--- src/rtl/crg_pkg.sv ---
// rtl/crg_pkg.sv - shared clock/reset generator types and defaults
package crg_pkg;

    typedef enum logic [1:0] {
        CG_OFF   = 2'd0,
        CG_WAKE  = 2'd1,
        CG_ON    = 2'd2,
        CG_DRAIN = 2'd3
    } cg_state_e;

    localparam int CG_WAKE_DELAY_DEF  = 2;
    localparam int CG_IDLE_CYCLES_DEF = 16;

    function automatic int cg_max(input int a, input int b);
        return (a > b) ? a : b;
    endfunction

endpackage

--- src/rtl/clk_gate_ctrl.sv ---
// rtl/clk_gate_ctrl.sv - REQ/ACK enable controller for the DFF_CG gating cell
module clk_gate_ctrl
    import crg_pkg::*;
#(
    parameter int WAKE_DELAY  = CG_WAKE_DELAY_DEF,
    parameter int IDLE_CYCLES = CG_IDLE_CYCLES_DEF
) (
    input  logic       i_clk,
    input  logic       i_rst,
    input  logic       i_req,
    input  logic       i_busy,
    input  logic       i_force_on,
    output logic       o_en,
    output logic       o_ack,
    output logic [1:0] o_state
);

    localparam int CNT_W = $clog2(cg_max(WAKE_DELAY, IDLE_CYCLES) + 1);
    localparam logic [CNT_W-1:0] CNT_ONE  = CNT_W'(1);
    localparam logic [CNT_W-1:0] WAKE_LD  = CNT_W'(WAKE_DELAY);
    localparam logic [CNT_W-1:0] IDLE_LD  = CNT_W'(IDLE_CYCLES);

    cg_state_e        r_state;
    cg_state_e        w_state_nxt;
    logic [CNT_W-1:0] r_cnt;
    logic [CNT_W-1:0] w_cnt_nxt;
    logic             r_en;
    logic             r_ack;

    // One down-counter serves both the wake latency and the idle window.
    always_comb begin
        w_state_nxt = r_state;
        w_cnt_nxt   = r_cnt;
        case (r_state)
            CG_OFF: begin
                if (i_req || i_force_on) begin
                    w_state_nxt = CG_WAKE;
                    w_cnt_nxt   = WAKE_LD;
                end
            end
            CG_WAKE: begin
                if (r_cnt == CNT_ONE) begin
                    if (i_req) begin
                        w_state_nxt = CG_ON;
                    end else begin
                        w_state_nxt = CG_DRAIN;
                        w_cnt_nxt   = IDLE_LD;
                    end
                end else begin
                    w_cnt_nxt = r_cnt - CNT_ONE;
                end
            end
            CG_ON: begin
                if (!i_req) begin
                    w_state_nxt = CG_DRAIN;
                    w_cnt_nxt   = IDLE_LD;
                end
            end
            CG_DRAIN: begin
                // Clock is still running here, so a new request skips the wake delay.
                if (i_req) begin
                    w_state_nxt = CG_ON;
                end else if (i_busy || i_force_on) begin
                    w_cnt_nxt = IDLE_LD;
                end else if (r_cnt == CNT_ONE) begin
                    w_state_nxt = CG_OFF;
                end else begin
                    w_cnt_nxt = r_cnt - CNT_ONE;
                end
            end
            default: begin
                w_state_nxt = CG_OFF;
            end
        endcase
    end

    always_ff @(posedge i_clk or posedge i_rst) begin
        if (i_rst) begin
            r_state <= CG_OFF;
            r_cnt   <= '0;
            r_en    <= 1'b0;
            r_ack   <= 1'b0;
        end else begin
            r_state <= w_state_nxt;
            r_cnt   <= w_cnt_nxt;
            r_en    <= (w_state_nxt != CG_OFF);
            r_ack   <= (w_state_nxt == CG_ON);
        end
    end

    assign o_en    = r_en;
    assign o_ack   = r_ack;
    assign o_state = r_state;

endmodule

--- config.mk ---
export PLATFORM = sky130hd
export DESIGN_NAME = clk_gate_ctrl
export DESIGN_NICKNAME = d
export VERILOG_FILES = /design/src/rtl/crg_pkg.sv /design/src/rtl/clk_gate_ctrl.sv
export SDC_FILE = /design/constraint.sdc
export NUM_CORES = 1
export LEC_CHECK = 0
export ABC_AREA = 1
export BUFFER_PORTS_ARGS = -buffer_cell sky130_fd_sc_hd__buf_2
export CAP_MARGIN = 10
export CORE_MARGIN = 2
export CORE_UTILIZATION = 45
export CTS_BUF_LIST = sky130_fd_sc_hd__clkbuf_4 sky130_fd_sc_hd__clkbuf_8
export DETAILED_ROUTE_END_ITERATION = 10
export RECOVER_POWER = 100
export SLEW_MARGIN = 20
export SYNTH_ARGS = -nofsm -noshare
export SYNTH_HDL_FRONTEND = slang
export SYNTH_SLANG_ARGS = --single-unit
--- constraint.sdc ---
create_clock -name i_clk -period 1.9 [get_ports i_clk]
set_input_delay 0.19 -clock i_clk [delete_from_list [all_inputs] [get_ports i_clk]]
set_output_delay 0.19 -clock i_clk [all_outputs]
set_load 0.01 [all_outputs]
==> Word-level counts from Yosys, hierarchy flattened <==
Cells that the tools add are included.
{ "totals": {"reg_bits": 9, "output_inout_bits": 4, "input_bits": 5} }
{ "op_classes": {"n_mux": 15, "n_eq_ne": 8, "n_reduce_logical": 5, "n_addsub": 1} }
{ "op_table": {"columns": ["op", "n"], "rows": [
  ["$mux 5", 6],
  ["$pmux 5 s4", 1],
  ["$mux 2", 6],
  ["$pmux 2 s4", 1],
  ["$eq 2x2->1 const B", 3],
  ["$eq 5x1->1 const B", 1],
  ["$sub 5x1->5 const B", 1],
  ["$ne 2x2->1 const B", 2],
  ["$ne 3x3->1 const B", 1],
  ["$reduce_and 3->1", 1],
  ["$eq 2x1->1 const B", 1],
  ["$logic_not 2->1", 1],
  ["$logic_or 1x1->1", 2],
  ["$reduce_bool 2->1", 1],
  ["$mux 1", 1]
]} }

==> Depth between registers and ports, before layout <==
{ "depth": {"ltp_word": 6, "mapped_depth": 11, "ltp_nobuf": 11} }

==> Worst setup path after synthesis <==
Ideal clock, no wire load.
{ "synth_timing": {"kind": "flip-flop to flip-flop", "startpoint": "register r_cnt[1]", "endpoint": "register r_cnt[0]", "setup_time_ps": 65, "path_slack_ps": 593, "path_buffers": 0, "arrival_time_ps": 1242, "stages_incl_launch_ff": 11, "path_cell_list": "dfrtp_1 -> inv_1 -> ha_1 -> inv_1 -> nor2_4 -> nand2_4 -> o21ai_4 -> nand2_2 -> o21ai_4 -> nand2_1 -> nand2_1"} }
{ "synth_via": {"elab_chain_len": 3, "elab_cells_between_ends": 5, "classes_between": "eq/ne (2); mux (2); reduce/logical (1)"} }
{ "synth_lines": {"columns": ["item", "line_no", "rtl"], "rows": [
  ["start, declared", "clk_gate_ctrl.sv:25", "logic [CNT_W-1:0] r_cnt;"],
  ["start signal, assigned", "clk_gate_ctrl.sv:85", "r_cnt <= w_cnt_nxt;"],
  ["$eq 5x1->1 *", "clk_gate_ctrl.sv:42, clk_gate_ctrl.sv:65", null],
  ["$mux 5 or $ne 3x3->1 (tied branches)", null, null],
  ["$pmux 5 s4 or $reduce_and 3->1 (tied branches)", null, null]
]} }
Mark *: on every way between the ends. The rest lies on a longest branch, timed or not.
A chain may end at the register's enable or synchronous reset.

==> Worst setup path after layout <==
{ "layout_timing": {"startpoint": "register r_cnt[1]", "endpoint": "register r_en (netlist: o_en)"} }
{ "layout_via": {"elab_chain_len": 6, "elab_cells_between_ends": 7, "classes_between": "eq/ne (1); mux (5); reduce/logical (1)"} }
{ "layout_lines": {"columns": ["item", "line_no", "rtl"], "rows": [
  ["$eq 5x1->1 *", "clk_gate_ctrl.sv:42, clk_gate_ctrl.sv:65", null],
  ["$mux 2", "clk_gate_ctrl.sv:65", "end else if (r_cnt == CNT_ONE) begin"],
  ["$mux 2", "clk_gate_ctrl.sv:63", "end else if (i_busy || i_force_on) begin"],
  ["$mux 2", "clk_gate_ctrl.sv:61", "if (i_req) begin"],
  ["$pmux 2 s4 *", "clk_gate_ctrl.sv:34", "case (r_state)"],
  ["$reduce_bool 2->1 *", "clk_gate_ctrl.sv:86", "r_en <= (w_state_nxt != CG_OFF);"],
  ["end signal, assigned", "clk_gate_ctrl.sv:86", null],
  ["end, declared", "clk_gate_ctrl.sv:27", "logic r_en;"]
]} }
Marked as above.

==> flow_metrics.tcl <==
set metrics [dict create \
    status "complete, no violations" \
    setup_viol 0 \
    die_w_um 43.4 \
    placedInstanceArea_sq_um 759 \
    rows 14 \
    first_pass_iters 4 \
    hold_depth 5 \
    cellLeakagePower_nw 0.407 \
    ys_seq_area_share_pct 32.2 \
    drv_cap 0 \
    cp_cell_sequence "inv_1, ha_1, inv_1, nor2_4, nand2_4, nand2_1, nand2_1, a21oi_1, nand3_1" \
    cts_buffers 3 \
    clock_latency_ps 240 \
    cp_num_buf_inv 2 \
    syn_inst 100 \
    startpoint_type "flop" \
    p_per_area_mw_per_mm2 1460 \
    holdWs_ps 372 \
    drt-wirelength-per-cell_um 11.0 \
    cts.clk_slew.worst_paths_ps 60 \
    cts_tree "done" \
    slew_viol_final 0 \
    worstSetupEndpointType "flop" \
    avgSynthCellArea_sq_um 6.99 \
    route.detailed.drc 0 \
    reg2reg_setup_slack_ps 400 \
    reg2reg_depth 9 \
    finalCritPeriodShare_pct 79.0 \
    worst_pin_slew_ps 344 \
    post_cts_resized 0 \
    nets 121 \
    gr-usage-all-layers_pct 18.1 \
    htree_levels 1 \
    clock_path_buffers 2 \
    ir_worst_vdd_mv 0.716 \
    cts_sinks 9 \
    crit_required_ps 2010 \
    antenna_found_initial 0 \
    n_antenna_cell 0 \
    p_comb_share_pct 56.5 \
    layout_setup_ws_ps 398 \
    worstReg2RegStart "r_cnt[1]$_DFFE_PP0P_" \
    place_ws_ps 460 \
    ctsRootBufferMaster "clkbuf_4" \
    ys_warn_count 0 \
    switchingPower_mw 0.554 \
    synth_area_sq_um 699 \
    internal_power_mw 0.590 \
    synth_nets 107 \
    cp_slowest_cell "dfrtp_1" \
    start_util_pct 47.0 \
    crit_path_max_fanout 6 \
    max_freq_mhz 666 \
    io_pins 9 \
    grt_max_degree 10 \
    vias 638 \
    final_cells 129 \
    fin_skew_ps 2.72 \
    switching_share_pct 48.4 \
    min_to "r_cnt[3]$_DFFE_PP0P_" \
    vias_per_cell 4.95 \
    r2r_end "o_en$_DFF_PP0_" \
    ant_nets 0 \
    dp_hpwl_mm 1.20 \
    die_h_um 43.4 \
    setup_tns_ps 0 \
    post-place-cells 124 \
    drive_gt1_share_pct 15.9 \
    hold_start "i_req" \
    cts_setup_buffers 0 \
    utilization_pct 52.7 \
    drt_iter0_drc 14 \
    grt_pass1_wl_mm 2.59 \
    fin_total_pwr_mw 1.14 \
    place_congestion 0.815 \
    crit_arrival_ps 1610 \
    core_area_sq_mm 0.00149 \
    synth_cell_types 20 \
    rsz0062_at_grt "no" \
    routed_wl_mm 1.42 \
    max_stage_delay_ps 400 \
    gr-total-overflow 0 \
    ctsHoldBuffers 1 \
    pwr-share-seq_pct 30.4 \
    pwr-share-clk_pct 13.1 \
    final_area_sq_um 785 \
    hold_viol 0 \
    area_delta_synth_final_pct 12.2 \
    first_global_vias 636 \
    slew_headroom_pct 77.1 \
    worst-setup-path-type "reg2reg" \
    ys_seq_elements 9 \
    cp_top_family "simple AND/OR/NAND/NOR gates" \
    numPortBuffers 8 \
    hold_path_class "in2reg" \
    die-area_sq_mm 0.00189 \
    period_minus_slack_ps 1500 \
]
-- cell usage in the layout (no fill, tap or decap) --
cell type / netlist / routed
a21oi_1: 0 / 2
buf_2: 0 / 4
clkbuf_1: 0 / 4
clkbuf_4: 0 / 4
dfrtp_1: 9 / 9
dlygate4sd3_1: 0 / 1
ha_1: 2 / 2
inv_1: 14 / 14
nand2_1: 35 / 36
nand2_2: 3 / 2
nand2_4: 1 / 1
nand3_1: 14 / 14
nand3b_1: 1 / 1
nand4_1: 1 / 1
nor2_1: 4 / 4
nor2_2: 2 / 2
nor2_4: 2 / 2
o211ai_1: 1 / 1
o21ai_0: 3 / 3
o21ai_1: 1 / 1
o21ai_4: 2 / 2
or2_2: 1 / 1
xnor2_1: 1 / 1
xor2_1: 1 / 1
-- cell usage after synthesis (all sizes together) --
cell | instances | share of area, %
nand4 | 1 | 0.90
xnor2 | 1 | 1.3
o21ai | 6 | 7.5
nor2 | 8 | 7.2
a21oi | 2 | 2.5
inv | 14 | 7.5
o211ai | 1 | 1.1
ha | 2 | 3.6
nand3 | 14 | 10
dfrtp | 9 | 32
nand3b | 1 | 1.1
xor2 | 1 | 1.3
nand2 | 39 | 23
or2 | 1 | 0.90
-- per-layer routing --
metal / up-vias / wire length (um) / global-route usage [%]
li1: 345 / - / -
met1: 284 / 747 / 25.5
met2: 5 / 620 / 26.9
met3: 4 / 16 / 2.50
met4: 0 / 35 / 9.70
met5: - / 0 / 0
-- power groups by stage --
stage                     registers, mW  logic [mW]  clock network, mW
after global placement            0.352       0.670                  0
after detailed placement          0.351       0.672                  0
after CTS                         0.348       0.677              0.157
final                             0.348       0.647              0.149
after floorplan                   0.355       0.501                  0
after global routing              0.360       0.757              0.174
-- worst reg2reg max path, stage by stage (launching register included) --
cell     delay [ps]
dfrtp_1         400
inv_1            80
ha_1            130
inv_1            60
nor2_4          130
nand2_4          90
nand2_1          80
nand2_1          60
a21oi_1         210
nand3_1         120
-- cell type report --
class                           instances  area, sq um
Inverter                               14         52.6
Clock buffer                            4         30.0
Tap cell                               16         20.0
Sequential cell                         9          225
Fill cell                             163          704
Timing Repair Buffer                    9         45.0
Multi-Input combinational cell         77          412
-- flip-flops by register name, summed over array words and instances, names as in the netlist --
register / cells
o_state: 2
r_cnt: 5
o_ack: 1
o_en: 1
-- how the worst max path moves through the flow --
stage                                 endpoint  depth (start not counted)                 start  slack, ps
after floorplan           r_cnt[0]$_DFFE_PP0P_                         10  r_cnt[1]$_DFFE_PP0P_        590
final                           o_en$_DFF_PP0_                          9  r_cnt[1]$_DFFE_PP0P_        400
after global routing      r_cnt[2]$_DFFE_PP0P_                          9  r_cnt[1]$_DFFE_PP0P_        190
after detailed placement  r_cnt[4]$_DFFE_PP0P_                         11  r_cnt[1]$_DFFE_PP0P_        460
after CTS                 r_cnt[4]$_DFFE_PP0P_                         11  r_cnt[1]$_DFFE_PP0P_        450
after global placement    r_cnt[4]$_DFFE_PP0P_                         11  r_cnt[1]$_DFFE_PP0P_        480
-- cells by family after synthesis --
logic type | count (synthesis) | synth area share, %
simple gates | 64 | 43.1
buf+inv | 14 | 7.51
compound gates | 9 | 11.1
flops | 9 | 32.2
xor+xnor | 2 | 2.50
fa+ha+maj | 2 | 3.58
Power figures use the tool's default switching activity.
